## config.mk

```make
export PLATFORM = sky130hd
export DESIGN_NAME = hwpe_cfg_slice
export DESIGN_NICKNAME = d
export VERILOG_FILES = /design/src/rtl/hwpe_cfg_slice.sv
export SDC_FILE = /design/constraint.sdc
export NUM_CORES = 1
export LEC_CHECK = 0
export CORE_UTILIZATION = 37
export CTS_BUF_LIST = sky130_fd_sc_hd__clkbuf_8 sky130_fd_sc_hd__clkbuf_16
export DETAILED_ROUTE_END_ITERATION = 10
export PLACE_DENSITY_LB_ADDON = 0.15
export REMOVE_ABC_BUFFERS = 1
export SYNTH_ARGS = -nofsm -noshare
export SYNTH_HDL_FRONTEND = slang
export SYNTH_SLANG_ARGS = --single-unit
```

## constraint.sdc

```tcl
create_clock -name clk -period 12.66 [get_ports clk]
set_input_delay 2.532 -clock clk [delete_from_list [all_inputs] [get_ports clk]]
set_output_delay 2.532 -clock clk [all_outputs]
set_load 0.005 [all_outputs]
```

## src/rtl/hwpe_cfg_slice.sv

```systemverilog
// Register slice for the HWPE config port: 2-entry request skid FIFO, registered response, outstanding bound.
// Latency: request accepted at cycle t is presented downstream at t+1; response forwarded one cycle after arrival.
// Backpressure: s_gnt_o drops when the FIFO is full or MAX_OUTSTANDING transactions are unanswered; responses are never stalled.
module hwpe_cfg_slice #(
  parameter int ADDR_WIDTH      = 32,
  parameter int DATA_WIDTH      = 32,
  parameter int ID_WIDTH        = 8,
  parameter int MAX_OUTSTANDING = 4,
  localparam int BE_W           = DATA_WIDTH / 8,
  localparam int OW             = $clog2(MAX_OUTSTANDING + 1)
) (
  input  logic                  clk,
  input  logic                  rst,
  // upstream request
  input  logic                  s_req_i,
  output logic                  s_gnt_o,
  input  logic [ADDR_WIDTH-1:0] s_add_i,
  input  logic                  s_we_n_i,
  input  logic [BE_W-1:0]       s_be_i,
  input  logic [DATA_WIDTH-1:0] s_wdata_i,
  input  logic [ID_WIDTH-1:0]   s_id_i,
  // upstream response
  output logic                  s_r_valid_o,
  output logic [DATA_WIDTH-1:0] s_r_rdata_o,
  output logic [ID_WIDTH-1:0]   s_r_id_o,
  // downstream request
  output logic                  m_req_o,
  input  logic                  m_gnt_i,
  output logic [ADDR_WIDTH-1:0] m_add_o,
  output logic                  m_we_n_o,
  output logic [BE_W-1:0]       m_be_o,
  output logic [DATA_WIDTH-1:0] m_wdata_o,
  output logic [ID_WIDTH-1:0]   m_id_o,
  // downstream response
  input  logic                  m_r_valid_i,
  input  logic [DATA_WIDTH-1:0] m_r_rdata_i,
  input  logic [ID_WIDTH-1:0]   m_r_id_i,
  // status
  output logic                  busy_o,
  output logic                  err_o
);

  typedef struct packed {
    logic [ADDR_WIDTH-1:0] add;
    logic                  we_n;
    logic [BE_W-1:0]       be;
    logic [DATA_WIDTH-1:0] wdata;
    logic [ID_WIDTH-1:0]   id;
  } req_t;

  req_t                  r_mem [2];
  logic                  r_wptr;
  logic                  r_rptr;
  logic [1:0]            r_cnt;
  logic [OW-1:0]         r_outst;
  logic                  r_rvalid;
  logic                  r_rspur;
  logic [DATA_WIDTH-1:0] r_rdata;
  logic [ID_WIDTH-1:0]   r_rid;
  logic                  r_err;

  req_t w_in;
  req_t w_head;
  logic w_gnt;
  logic w_push;
  logic w_pop;
  logic w_spur;
  logic w_dec;

  // Grant depends on registered state only, so a same-cycle pop never opens a full FIFO.
  assign w_gnt  = !rst && (r_cnt < 2'd2) && (r_outst < OW'(MAX_OUTSTANDING));
  assign w_push = s_req_i && w_gnt;
  assign w_pop  = (r_cnt != 2'd0) && m_gnt_i;
  assign w_in   = '{add: s_add_i, we_n: s_we_n_i, be: s_be_i, wdata: s_wdata_i, id: s_id_i};
  assign w_head = r_mem[r_rptr];

  // A response with nothing unanswered and nothing already in the register is unexpected.
  assign w_spur = m_r_valid_i && (r_outst == '0) && !r_rvalid;
  // Only a legitimate forwarded response retires a transaction; the count saturates at zero.
  assign w_dec  = r_rvalid && !r_rspur && (r_outst != '0);

  // FIFO storage: payload only written on an accepted request, no reset needed.
  always_ff @(posedge clk) begin
    if (w_push) r_mem[r_wptr] <= w_in;
  end

  // FIFO pointers and occupancy.
  always_ff @(posedge clk) begin
    if (rst) begin
      r_wptr <= 1'b0;
      r_rptr <= 1'b0;
      r_cnt  <= 2'd0;
    end else begin
      if (w_push) r_wptr <= ~r_wptr;
      if (w_pop)  r_rptr <= ~r_rptr;
      if (w_push && !w_pop)      r_cnt <= r_cnt + 2'd1;
      else if (!w_push && w_pop) r_cnt <= r_cnt - 2'd1;
    end
  end

  // Outstanding transaction counter: +1 on accept, -1 on forwarded response.
  always_ff @(posedge clk) begin
    if (rst) begin
      r_outst <= '0;
    end else if (w_push && !w_dec) begin
      r_outst <= r_outst + OW'(1);
    end else if (!w_push && w_dec) begin
      r_outst <= r_outst - OW'(1);
    end
  end

  // Response register: one-cycle valid pulse, data/id held between responses.
  always_ff @(posedge clk) begin
    if (rst) begin
      r_rvalid <= 1'b0;
      r_rspur  <= 1'b0;
      r_rdata  <= '0;
      r_rid    <= '0;
    end else begin
      r_rvalid <= m_r_valid_i;
      r_rspur  <= w_spur;
      if (m_r_valid_i) begin
        r_rdata <= m_r_rdata_i;
        r_rid   <= m_r_id_i;
      end
    end
  end

  // Sticky error flag for unexpected responses.
  always_ff @(posedge clk) begin
    if (rst)         r_err <= 1'b0;
    else if (w_spur) r_err <= 1'b1;
  end

  assign s_gnt_o     = w_gnt;
  assign m_req_o     = (r_cnt != 2'd0);
  assign m_add_o     = w_head.add;
  assign m_we_n_o    = w_head.we_n;
  assign m_be_o      = w_head.be;
  assign m_wdata_o   = w_head.wdata;
  assign m_id_o      = w_head.id;
  assign s_r_valid_o = r_rvalid;
  assign s_r_rdata_o = r_rdata;
  assign s_r_id_o    = r_rid;
  assign busy_o      = (r_outst != '0) || (r_cnt != 2'd0);
  assign err_o       = r_err;

endmodule
```

**Word level (Yosys, flattened, before mapping)**

Memory sizes are Yosys's and may differ from the RTL's. A register that Yosys moved wholly into a read port is not among the register bits.
Index checks and enable logic that the tools add are counted.

- Output and inout bits: 122
- Memory bits (writable): 154
- Memories: 1
- Input port bits: 122
- Register bits: 50

- Magnitude comparators: 2
- Bitwise operators: 2
- Multiplexer cells: 8
- Add/sub/neg operators: 4
- Reductions and logical operators: 24

Memory list:

| memory | words | bits a word | read ports | clocked after memory_dff | write ports | line | RTL |
|---|---|---|---|---|---|---|---|
| r_mem | 2 | 77 | 1 | 1 | 1 | 51 | `req_t r_mem [2];` |

Operator list:

| kind | number |
|---|---|
| $logic_and A1 B1 Y1 | 12 |
| $logic_not A1 Y1 | 6 |
| $mux W3 | 2 |
| $reduce_bool A2 Y1 | 3 |
| $mux W1 | 4 |
| $mux W2 | 2 |
| $add A3 B1 Y3 const B | 1 |
| $logic_not A3 Y1 | 1 |
| $lt A3 B3 Y1 const B | 1 |
| $reduce_bool A3 Y1 | 1 |
| $sub A3 B1 Y3 const B | 1 |
| $add A2 B1 Y2 const B | 1 |
| $lt A2 B2 Y1 const B | 1 |
| $not A1 Y1 | 2 |
| $sub A2 B1 Y2 const B | 1 |
| $logic_or A1 B1 Y1 | 1 |

**Longest topological paths before layout**

- Depth in word-level cells: 8
- Gate-level depth with buffers: 8
- Gate-level depth less buffers: 8

**Least setup slack after synthesis**

No wires, ideal clock.

- Kind: input -> register
- From: input rst
- To: memory r_mem[0][0] (netlist name), enable pin
- Setup time: 522 ps
- Stages: 3
- Path buffers: 1
- Arrival time: 6461 ps
- Path slack: 5677 ps
- Path through: buf_2 nor4b_4 nor2b_1

- Longest elaborated chain between the ends: 6

RTL lines:

| element | line | RTL |
|---|---|---|
| start, declared | 13 | `input logic rst,` |
| $logic_not A1 Y1 | 71 | `assign w_gnt = !rst && (r_cnt < 2'd2) && (r_outst < OW'(MAX_OUTSTANDING));` |
| $logic_and A1 B1 Y1 (2 in a row) | 71 |  |
| $logic_and A1 B1 Y1 | 72 | `assign w_push = s_req_i && w_gnt;` |
| via w_push | 65 | `logic w_push;` |
| $mux W1 | 84 | `if (w_push) r_mem[r_wptr] <= w_in;` |
| $mux W1 (not written as such) | 84 |  |
| end, declared | 51 |  |

The timed path passes the listed nets, and every way through them passes these cells.

**Worst setup path after layout**

- From: input rst
- To: output s_gnt_o

- Longest elaborated chain between the ends: 3

RTL lines:

| element | line | RTL |
|---|---|---|
| $logic_not A1 Y1 | 71 |  |
| $logic_and A1 B1 Y1 (2 in a row) | 71 |  |
| end, declared | 16 | `output logic s_gnt_o,` |

Every way passes these cells.

==> reports/metrics.cfg <==
[outcome]
status = completed

[layout]
layout.nets = 794
drive_above_1_share_pct = 18.0
area_delta_synth_final_pct = 45.5
stdcell_area_mm2 = 0.0108
stdcell_count = 950
antenna_cells = 0

[route]
routed_wl_um = 16000
dr.pass1.iters = 4
first_iter_violations = 106
ant_nets = 0
drc = 0
wire_per_inst_um = 16.9
via_per_inst = 4.58
vias = 4347

[place]
portBuffers = 243
place_ws_ns = 6.26
place_inst = 909
dp_hpwl_um = 10500
placed_cell_area_mm2 = 0.0101
gp_congestion = 0.759

[logic_synthesis]
synth-edff-count = 154
yosysWarnings = 0
synth.most_common_cell = edfxtp_1
synth_area_per_cell_um2 = 17.8
synth_flop_cell = edfxtp_1
syn_inst = 418
async_flop_share_pct = 0
ys_types = 28
synth_area_leaders = edfxtp_1 62%, dfxtp_1 14%, mux2_2 12%
synth_seq_area_share_pct = 75.8
syn_area_mm2 = 0.00745
ys_seq_elements = 205
synth_common_cells = 154 x edfxtp_1, 77 x mux2_2, 51 x dfxtp_1, 46 x nor2_1, 41 x mux2i_1
yosys.area.top_type = edfxtp_1
synth_top_area_share_pct = 62.1

[clock_network]
htree_levels = 1
cts.reportedPaths.clkPinSlew_ns = 0.05
holdBufCountCts = 0
cts_buffer_depth = 3
cts_tree = yes
post_cts_resized = 0
cts_root_buf = clkbuf_16
cts.sinks = 205
clock_latency_ns = 0.49
cts_buffers = 23
postCtsSetupRepairBufs = 0

[global_route]
grt-ovfl-total = 0
grt_max_degree = 78
grt_usage_pct = 15.0
grt_pass1_vias = 4658
antenna_found_initial = 1
grt_pass1_wl_um = 23700

[floorplanning]
core_area_mm2 = 0.0196
rows = 51
ios = 244
die_x_um = 144
dieArea_mm2 = 0.0207
dieHeight_um = 144
initial_core_util_pct = 38.0

[setup_path]
path_max_fanout = 52
timing.rr.end = r_mem[0][12]
endpoint_kind = output pin
r2r_start = r_cnt[1]
reg2reg_depth = 3
worstSetupPathType = input port to output pin
cp.required_ns = 10.13
rrSetupSlack_ns = 9.93
cp-start-kind = input port
crit_arrival_ns = 3.85

[timing]
timing.fmax_mhz = 157
relSlewSlack_pct = 26.7
period_needed_ns = 6.38
timing.final.ws_setup_ns = 6.28
rsz0062_at_grt = false
skew_ns = 0.0158
tightest_slew_ns = 1.10
hold_viol = 0
setup-tns-final_ns = 0
fin_crit_sh_pct = 50.4
setup_viol = 0
slew_viol_final = 0

[hold_path]
holdPathEnd = err_o
hold_path.class = flop to flop
worstHoldPathCells = 1
min_from = err_o

[pwr]
ir_worst_vdd_mv = 0.0936
p_leak_nw = 3.87
power_density_mw_per_mm2 = 183
power.total_mw = 1.99

[run]
cap_viol_max_count = 0

==> worst max-delay path by stage <==
stage,startpoint,to,slack [ns],cells past startpoint
floorplan,rst,r_mem[0][0],5.82,2
global placement,rst,s_gnt_o,6.30,3
detailed placement,rst,s_gnt_o,6.26,3
CTS,rst,s_gnt_o,6.24,3
global route,rst,s_gnt_o,6.17,3
finish,rst,s_gnt_o,6.28,3
==> cell usage in the layout (no fill, tap or decap), drive strengths merged, types with 2 or more instances in the layout <==
| cell type | netlist | routed |
|---|---|---|
| or2 | 2 | 2 |
| nor2b | 2 | 2 |
| a21oi | 2 | 2 |
| edfxtp | 154 | 154 |
| buf | 16 | 5 |
| clkinv | 0 | 11 |
| clkdlybuf4s50 | 0 | 241 |
| nor2 | 46 | 46 |
| or3 | 3 | 3 |
| xor2 | 5 | 5 |
| clkbuf | 4 | 23 |
| dfxtp | 51 | 51 |
| ha | 2 | 2 |
| bufinv | 0 | 2 |
| mux2 | 77 | 77 |
| mux2i | 41 | 41 |
| o21ai | 3 | 3 |
| inv | 2 | 6 |
==> final cells by class <==
type	count	area, um^2
clock buffer	23	576
clock inverter	18	131
fill	1600	8750
inverter	2	7.51
multi-input combinational	191	1700
sequential	205	5650
tap	265	332
timing repair buffer	246	2440
==> critical path: stages <==
cell and delay, ns:
buf_2 0.70, nor3_1 0.11, clkdlybuf4s50_1 0.49
==> through the flow <==
step                      utilization [%]  hold slack, ns
after floorplan                         -           0.451
after global placement               51.7           0.443
after detailed placement             51.7           0.447
after CTS                            55.3           0.471
after global routing                 55.3           0.486
final                                55.3           0.468
==> metal layers <==
layer,GRT usage [%],part of all wire [%],wire [um]
met5,0,0.081,13
met4,3.92,1.7,272
met3,7.83,13,2100
met2,25.6,48,7650
met1,16.1,37,5970
==> cell families (layout without fill, tap and decap cells) <==
kind of cell             after synthesis  count (layout)  share of synthesized area (%)
AO/OA/AOI/OAI                          6               6                          0.437
XOR/XNOR                               6               6                          0.705
adder cells (fa/ha/maj)                3               3                          0.604
buffers and inverters                 22             289                           1.54
flip-flops                           205             205                           75.8
multiplexers                         118             118                           17.1
AND/OR/NAND/NOR                       58              58                           3.81
==> sequential cells by signal (all words and copies together), names as in the netlist, named ones only <==
register	cells
r_mem	154
s_r_rdata_o	32
s_r_id_o	8
r_outst	3
r_cnt	2
err_o	1
r_rptr	1
r_rspur	1
r_wptr	1
s_r_valid_o	1
==> power by group <==
group | internal, mW | switching [mW]
registers | 0.815 | 0.0668
clock network | 0.369 | 0.247
logic | 0.322 | 0.166
total | 1.51 | 0.480
No activity file was read; power rests on OpenSTA's default activity.
